===== src/rtl/core_axi_wr_bridge.sv =====
// ----------------------------------------------------------------------------
// core_axi_wr_bridge
//
// Purpose:
//   Turns the StoreUnit's burst-write request/stream interface into a single
//   AXI4 write transaction (AW + W beats + B). Only one burst is in flight at
//   a time. Completion is signalled by a one-cycle wDone pulse. err holds the
//   status of the most recent burst.
//
// Ports:
//   clk, rstn                  clock, asynchronous active-low reset
//   initWrite/writeAddr/       burst request (accepted only while idle)
//   writeLen                   writeLen is the number of beats minus 1
//   wDataValid/wData/mask      core data stream
//   wDataNext                  combinational "beat consumed this cycle"
//   wDone, busy, err           status back to the core
//   aw*, w*, b*                AXI4 write-master channels
//
// Build option:
//   CORE_WR_4K_CHECK_EN - when defined, a burst that would cross a 4 KiB
//   boundary is not issued on AXI. Its beats are drained from the core and
//   discarded, and the burst completes with err = 1.
// ----------------------------------------------------------------------------
module core_axi_wr_bridge #(
   parameter int ADDR_W = 32,
   parameter int DATA_W = 32
) (
   input  logic              clk,
   input  logic              rstn,
   // core side
   input  logic              initWrite,
   input  logic [ADDR_W-1:0] writeAddr,
   input  logic [7:0]        writeLen,
   input  logic              wDataValid,
   input  logic [DATA_W-1:0] wData,
   input  logic [3:0]        mask,
   output logic              wDataNext,
   output logic              wDone,
   output logic              busy,
   output logic              err,
   // AXI AW channel
   output logic              awvalid,
   input  logic              awready,
   output logic [ADDR_W-1:0] awaddr,
   output logic [7:0]        awlen,
   output logic [2:0]        awsize,
   output logic [1:0]        awburst,
   // AXI W channel
   output logic              wvalid,
   input  logic              wready,
   output logic [DATA_W-1:0] wdata,
   output logic [3:0]        wstrb,
   output logic              wlast,
   // AXI B channel
   input  logic              bvalid,
   output logic              bready,
   input  logic [1:0]        bresp
);

   typedef enum logic [1:0] {
      S_IDLE  = 2'd0,
      S_BURST = 2'd1,
      S_RESP  = 2'd2
   } state_t;

   state_t            state_q,      state_d;
   logic              awvalid_q,    awvalid_d;
   logic              aw_done_q,    aw_done_d;
   logic              w_done_q,     w_done_d;
   logic [ADDR_W-1:0] awaddr_q,     awaddr_d;
   logic [7:0]        awlen_q,      awlen_d;
   logic [7:0]        cnt_q,        cnt_d;
   logic              beats_left_q, beats_left_d;
   logic              wvalid_q,     wvalid_d;
   logic [DATA_W-1:0] wdata_q,      wdata_d;
   logic [3:0]        wstrb_q,      wstrb_d;
   logic              wlast_q,      wlast_d;
   logic              wdone_q,      wdone_d;
   logic              busy_q,       busy_d;
   logic              err_q,        err_d;
   logic              drain_q,      drain_d;

   logic w_next;
   logic aw_hs;
   logic w_hs;
   logic wlast_hs;
   logic reject;

   // A request is rejected when its last byte would land past the 4 KiB page
   // that holds its first byte. 14 bits hold the worst case 4095 + 256*4.
`ifdef CORE_WR_4K_CHECK_EN
   logic [13:0] span_end;
   assign span_end = {2'b00, writeAddr[11:0]} + {4'b0000, writeLen, 2'b00} + 14'd4;
   assign reject   = (span_end > 14'd4096);
`else
   assign reject = 1'b0;
`endif

   // A beat is taken from the core only when the holding register is free,
   // or will be freed by a W handshake in this same cycle.
   assign w_next   = wDataValid && (state_q == S_BURST) && beats_left_q
                     && (!wvalid_q || wready);
   assign aw_hs    = awvalid_q && awready;
   assign w_hs     = wvalid_q && wready;
   assign wlast_hs = w_hs && wlast_q;

   // --------------------------------------------------------------------------
   // Next-state and datapath logic
   // --------------------------------------------------------------------------
   always_comb begin
      // NOTE: every _d gets a default before the case so no path can leave a
      // variable unassigned, which would otherwise infer a latch.
      state_d      = state_q;
      awvalid_d    = awvalid_q;
      aw_done_d    = aw_done_q;
      w_done_d     = w_done_q;
      awaddr_d     = awaddr_q;
      awlen_d      = awlen_q;
      cnt_d        = cnt_q;
      beats_left_d = beats_left_q;
      wvalid_d     = wvalid_q;
      wdata_d      = wdata_q;
      wstrb_d      = wstrb_q;
      wlast_d      = wlast_q;
      wdone_d      = 1'b0;
      busy_d       = busy_q;
      err_d        = err_q;
      drain_d      = drain_q;

      unique case (state_q)
         S_IDLE: begin
            if (initWrite) begin
               awaddr_d     = writeAddr;
               awlen_d      = writeLen;
               cnt_d        = writeLen;
               beats_left_d = 1'b1;
               aw_done_d    = 1'b0;
               w_done_d     = 1'b0;
               err_d        = 1'b0;
               busy_d       = 1'b1;
               drain_d      = reject;
               awvalid_d    = !reject;
               state_d      = S_BURST;
            end
         end

         S_BURST: begin
            if (aw_hs) begin
               awvalid_d = 1'b0;
               aw_done_d = 1'b1;
            end

            if (w_next) begin
               // The final beat stops further consumption rather than
               // decrementing, so the counter can never wrap.
               if (cnt_q == 8'd0) beats_left_d = 1'b0;
               else               cnt_d        = cnt_q - 8'd1;
               if (!drain_q) begin
                  wvalid_d = 1'b1;
                  wdata_d  = wData;
                  wstrb_d  = mask;
                  wlast_d  = (cnt_q == 8'd0);
               end
            end else if (w_hs) begin
               wvalid_d = 1'b0;
               wlast_d  = 1'b0;
            end

            if (wlast_hs) w_done_d = 1'b1;

            if (drain_q) begin
               // Rejected burst: once the last beat is swallowed, finish
               // without touching the B channel.
               if (w_next && (cnt_q == 8'd0)) begin
                  drain_d = 1'b0;
                  busy_d  = 1'b0;
                  err_d   = 1'b1;
                  wdone_d = 1'b1;
                  state_d = S_IDLE;
               end
            end else if ((aw_done_q || aw_hs) && (w_done_q || wlast_hs)) begin
               state_d = S_RESP;
            end
         end

         S_RESP: begin
            if (bvalid) begin
               err_d   = (bresp != 2'b00);
               busy_d  = 1'b0;
               wdone_d = 1'b1;
               state_d = S_IDLE;
            end
         end

         default: state_d = S_IDLE;
      endcase
   end

   // --------------------------------------------------------------------------
   // State registers
   // --------------------------------------------------------------------------
   // NOTE: the address/data registers are reset along with the control flags
   // so every output reads 0 immediately after reset, not stale burst data.
   always_ff @(posedge clk or negedge rstn) begin
      if (!rstn) begin
         state_q      <= S_IDLE;
         awvalid_q    <= 1'b0;
         aw_done_q    <= 1'b0;
         w_done_q     <= 1'b0;
         awaddr_q     <= '0;
         awlen_q      <= '0;
         cnt_q        <= '0;
         beats_left_q <= 1'b0;
         wvalid_q     <= 1'b0;
         wdata_q      <= '0;
         wstrb_q      <= '0;
         wlast_q      <= 1'b0;
         wdone_q      <= 1'b0;
         busy_q       <= 1'b0;
         err_q        <= 1'b0;
         drain_q      <= 1'b0;
      end else begin
         // NOTE: non-blocking assignments here so all registers update from
         // the same pre-edge values, independent of statement order.
         state_q      <= state_d;
         awvalid_q    <= awvalid_d;
         aw_done_q    <= aw_done_d;
         w_done_q     <= w_done_d;
         awaddr_q     <= awaddr_d;
         awlen_q      <= awlen_d;
         cnt_q        <= cnt_d;
         beats_left_q <= beats_left_d;
         wvalid_q     <= wvalid_d;
         wdata_q      <= wdata_d;
         wstrb_q      <= wstrb_d;
         wlast_q      <= wlast_d;
         wdone_q      <= wdone_d;
         busy_q       <= busy_d;
         err_q        <= err_d;
         drain_q      <= drain_d;
      end
   end

   // --------------------------------------------------------------------------
   // Outputs
   // --------------------------------------------------------------------------
   assign wDataNext = w_next;
   assign wDone     = wdone_q;
   assign busy      = busy_q;
   assign err       = err_q;

   assign awvalid   = awvalid_q;
   assign awaddr    = awaddr_q;
   assign awlen     = awlen_q;
   assign awsize    = 3'b010;   // 4-byte beats
   assign awburst   = 2'b01;    // INCR

   assign wvalid    = wvalid_q;
   assign wdata     = wdata_q;
   assign wstrb     = wstrb_q;
   assign wlast     = wlast_q;

   assign bready    = (state_q == S_RESP);

endmodule

===== config.mk =====
export PLATFORM = sky130hd
export DESIGN_NAME = core_axi_wr_bridge
export DESIGN_NICKNAME = d
export VERILOG_FILES = /design/src/rtl/core_axi_wr_bridge.sv
export SDC_FILE = /design/constraint.sdc
export NUM_CORES = 1
export LEC_CHECK = 0
export BUFFER_PORTS_ARGS = -buffer_cell sky130_fd_sc_hd__buf_4
export CORE_UTILIZATION = 48
export DETAILED_ROUTE_END_ITERATION = 7
export PLACE_DENSITY = 0.89
export SLEW_MARGIN = 5
export SYNTH_ARGS = -nofsm -noshare
export SYNTH_HDL_FRONTEND = slang
export SYNTH_SLANG_ARGS = --single-unit
export TNS_END_PERCENT = 20

===== constraint.sdc =====
create_clock -name clk -period 2.65 [get_ports clk]
set_input_delay 0.53 -clock clk [delete_from_list [all_inputs] [get_ports clk]]
set_output_delay 0.53 -clock clk [all_outputs]
set_load 0.02 [all_outputs]

* After elaboration in Yosys (flattened, before gate mapping)
Index checks and enable logic that the tools add are counted.
Operators by class: multiply operators 0, mux-type cells 41, magnitude comparators 0, reduce and logical (&&, ||, !) cells 28, div/mod/pow operators 0, bitwise gates (word level) 1, shifts and indexed selects 0, eq/ne operators 14, add/subtract/negate cells 1
Operator list (number):
- 8-bit 2-to-1 mux | 3
- 1-bit 2-to-1 mux | 23
- 2-bit != test, second input constant | 8
- 8-bit case mux with 2 select lines | 1
- 1-bit case mux with 2 select lines | 6
- 3-bit AND reduction | 4
- 4-bit AND reduction | 3
- 2-bit 2-to-1 mux | 5
- 1-bit logical AND | 8
- 8-bit logical NOT | 1
- 8-bit by 1-bit subtractor with 8-bit output, second input constant | 1
- 3-bit by 2-bit != test with 1-bit output, second input constant | 2
- 1-bit case mux with 3 select lines | 2
- 2-bit case mux with 3 select lines | 1
- 2-bit nonzero test | 3
- 5-bit AND reduction | 1
- 2-bit by 1-bit != test with 1-bit output, second input constant | 2
- 2-bit AND reduction | 2
- 1-bit logical OR | 3
- 3-bit nonzero test | 1
- 2-bit by 1-bit equality test with 1-bit output, second input constant | 1
- 2-bit equality test, second input constant | 1
- 2-bit logical NOT | 1
- 1-bit logical NOT | 1
- 1-bit inverter | 1
Storage, ports and cells: memories kept 0, ROM bits 0, output and inout port bits 89, memory bits (writable) 0, flip-flop bits (word level) 96, bits of input ports 85, latch bits 0

* Logic depth before layout (Yosys ltp)
depth in word-level cells 8, depth in mapped cells 9

* Worst setup path before layout
Ideal clock, no wire load.
path type register to register, start point register state_q[1], end point register cnt_q[5], stages on the path, launching flop included 10, path buffers 2, data arrival time 1.753 ns, slack 0.766 ns, clock period less this slack 1.884 ns, library setup time 0.131 ns, data required time 2.519 ns, cells stage by stage dfrtp_1 -> inv_1 -> ha_1 -> buf_2 -> nand4_4 -> inv_2 -> and2_4 -> buf_6 -> a41oi_1 -> or3_1
On the way: word-level cells in the longest chain between the ends 6
RTL lines:
- from (decl) | RTL line 66 | state_t state_q, state_d;
- from (signal assigned) | RTL line 225 | state_q <= state_d;
- 2-bit by 1-bit equality test with 1-bit output | RTL line 101 | assign w_next = wDataValid && (state_q == S_BURST) && beats_left_q
- 1-bit logical AND (2 in series) | RTL line 101
- 1-bit logical AND | RTL line 102 | && (!wvalid_q || wready);
- via wDataNext | RTL line 37 | output logic wDataNext,
- 2-bit != test (no line)
- 4-bit AND reduction (no line)
- to (signal assigned) | RTL line 231 | cnt_q <= cnt_d;
- to (decl) | RTL line 72 | logic [7:0] cnt_q, cnt_d;
The timed path passes the listed nets, and every way through them passes these cells. A chain may end at the register's enable or synchronous reset.

* Final worst setup path
start point register state_q[0], end point register cnt_q[1]
On the way: word-level cells in the longest chain between the ends 6
RTL lines (RTL line):
- 2-bit by 1-bit equality test with 1-bit output | 101, 130
- 1-bit logical AND (2 in series) | 101
- 1-bit logical AND | 102
- 2-bit != test (no line)
- 4-bit AND reduction (no line)
Several ways; a longest one is shown, not always the timed one.

==> flow_metrics.tcl <==
set metrics [dict create \
    setup.worst_path.end_class "register" \
    dp_worst_setup_slack_ns 0.429 \
    netlist_instances 408 \
    clock.fmax_ghz 0.432 \
    critical_path.max_fanout 34 \
    grt_pass1_vias 3650 \
    power_uw 2500 \
    rsz0062_at_grt "no" \
    hold_viol 0 \
    gp_congestion 0.891 \
    ioPinCount 174 \
    antenna_found_initial 0 \
    io_buffers 168 \
    crit_start "state_q[0]" \
    start_util_pct 50.6 \
    core_um2 8340 \
    ys_seq_elements 96 \
    drive_gt1_share_pct 40.1 \
    yosysWarnings 0 \
    drv_slew 0 \
    dpl.hpwl_um 7960 \
    grt_max_degree 54 \
    cts_root_buf "clkbuf_8" \
    drc 0 \
    clk_path_buf_depth 2 \
    wire_per_inst_um 15.9 \
    postCtsHoldBufs 0 \
    synth_largest_area_cell "dfrtp_1" \
    finalSetupViolations 0 \
    final_common_cell "buf_4" \
    post-route-period-util_pct 87.3 \
    via_per_inst 5.27 \
    crit_buf_inv 2 \
    nets 664 \
    synthTopCellsByArea "dfrtp_1 57%, nand2_1 12%, mux2_2 9.1%" \
    startpoint_type "register" \
    row_count 33 \
    dr.pass1.iters 5 \
    timing.final.ws_setup_ns 0.337 \
    slew_headroom_pct 60.3 \
    async_reset_ff_share_pct 100 \
    status "complete, no violations" \
    fin_worst_skew_ns 0.0105 \
    yosys_most_used_dff "dfrtp_1" \
    n_antenna_cell 0 \
    grt_pass1_wl_um 17700 \
    routed_wl_um 10900 \
    dieArea_um2 9170 \
    synthesis.area_um2 4220 \
    p_per_area_nw_per_um2 435 \
    peakVddDrop_mv 0.286 \
    fp.dieH_um 95.8 \
    postSynthAreaPerCell_um2 10.3 \
    path_cells "inv_1 > ha_1 > and2_1 > buf_4 > nand2_1 > o21ai_0 > a22oi_1 > o311ai_1" \
    reg2reg_from "state_q[0]" \
    ys_seq_area_share_pct 56.9 \
    arrival_ns 2.57 \
    worst_pin_slew_ns 0.596 \
    cp.required_ns 2.90 \
    fin_tns_setup_ns 0 \
    grt-ovfl-total 0 \
    ant_nets 0 \
    synth_top_area_share_pct 56.9 \
    drtIter0Drc 178 \
    cp_top_family "simple AND/OR/NAND/NOR gates" \
    maxCapViolCount 0 \
    dieWidth_um 95.8 \
    post_cts_resized 0 \
    cts_buffers 9 \
    cellLeakagePower_uw 0.00316 \
    cp_slowest_cell "and2_1" \
    clk_pin_slew_ns 0.10 \
    worst_hold_path_type "in -> async" \
    yosysUniqueCellTypes 51 \
    cts_setup_buffers 0 \
    h-tree-depth 3 \
    grt_use_total_pct 25.4 \
    final_cell_mix "172 x buf_4, 131 x nand2_1, 96 x dfrtp_1" \
    worst-setup-path-type "reg -> reg" \
    cts_tree "yes" \
    vias 3600 \
    synth-edff-count 0 \
    slowest_delay_ns 0.44 \
    r2r_slack_ns 0.34 \
    syn_to_final_growth_pct 36.3 \
    timing.final.crit_period_ns 2.31 \
    insertion_delay_ns 0.36 \
    cts_sinks 96 \
]
-- registers in the layout, indices dropped and copies added, names as in the netlist --
register	count
drain_q	1
wstrb	4
busy	1
beats_left_q	1
wlast	1
wdata	32
err	1
awvalid	1
w_done_q	1
wDone	1
awaddr	32
aw_done_q	1
wvalid	1
state_q	2
cnt_q	8
awlen	8
-- synthesized netlist by cell type (3+ instances only) --
| library cell | count |
|---|---|
| clkbuf_1 | 7 |
| nand3_1 | 7 |
| buf_4 | 5 |
| a21oi_1 | 11 |
| nor3_1 | 5 |
| ha_1 | 6 |
| nor2b_1 | 3 |
| dfrtp_1 | 96 |
| o22ai_1 | 3 |
| nor2_1 | 19 |
| nand2_1 | 131 |
| mux2_2 | 34 |
| nand2b_1 | 5 |
| o21ai_0 | 11 |
| a31oi_1 | 5 |
| buf_2 | 8 |
| inv_1 | 9 |
-- per-layer routing --
layer | share of wire (%) | global-route usage, % | up-vias | wire length, µm
met4 | 2.6 | 10.3 | 0 | 284
met5 | 0 | 0 | - | 0
met3 | 7.2 | 6.64 | 25 | 787
met1 | 38 | 30.6 | 1732 | 4180
li1 | - | - | 1678 | -
met2 | 52 | 43.2 | 165 | 5630
-- final cells by class --
| type | instances | area, µm² |
|---|---|---|
| Inverter | 10 | 37.5 |
| Multi-Input combinational cell | 282 | 1670 |
| Tap cell | 105 | 131 |
| Timing Repair Buffer | 174 | 1330 |
| Fill cell | 636 | 2590 |
| Clock buffer | 10 | 128 |
| Sequential cell | 96 | 2400 |
| Clock inverter | 6 | 52.6 |
-- worst register-to-register path, cell delays in order, from the launching register on --
cell and delay, ns:
dfrtp_1 0.42, inv_1 0.12, ha_1 0.31, and2_1 0.44, buf_4 0.42, nand2_1 0.18, o21ai_0 0.12, a22oi_1 0.10
o311ai_1 0.11
-- cell families (layout without fill, tap and decap cells) --
kind of cell             count (synthesis)  in the layout  synth area share (%)
AO/OA/AOI/OAI                           47             47                  7.24
multiplexers                            38             38                  10.1
other                                    2              5                 0.178
AND/OR/NAND/NOR                        186            186                  20.0
buffers and inverters                   33            200                  3.80
flip-flops                              96             96                  56.9
adder cells (fa/ha/maj)                  6              6                  1.78
-- worst paths after layout --
path | end | depth (start not counted)
max reg2reg | cnt_q[1] | 8
min in group clk | awaddr[30] | 3
min | wvalid | 1
min reg2reg | awaddr[3] | 2
max | cnt_q[1] | 8
max in group asynchronous | awaddr[9] | 2
-- stage by stage --
step	utilization, %	hold slack [ns]	instance area (µm²)	std cells
after floorplan	-	0.234	4230	411
after global placement	66.8	0.460	5570	667
after detailed placement	66.8	0.464	5570	667
after CTS	68.9	0.178	5750	683
after global routing	68.9	0.195	5750	683
final	68.9	0.167	5750	683
-- power by group --
part           switching [µW]  internal [µW]  total (µW)
Combinational            56.8           82.1         139
Sequential                  0           1460        1460
Clock                     544            355         899
Total                     601           1900        2500
No activity file was read; power rests on OpenSTA's default activity.
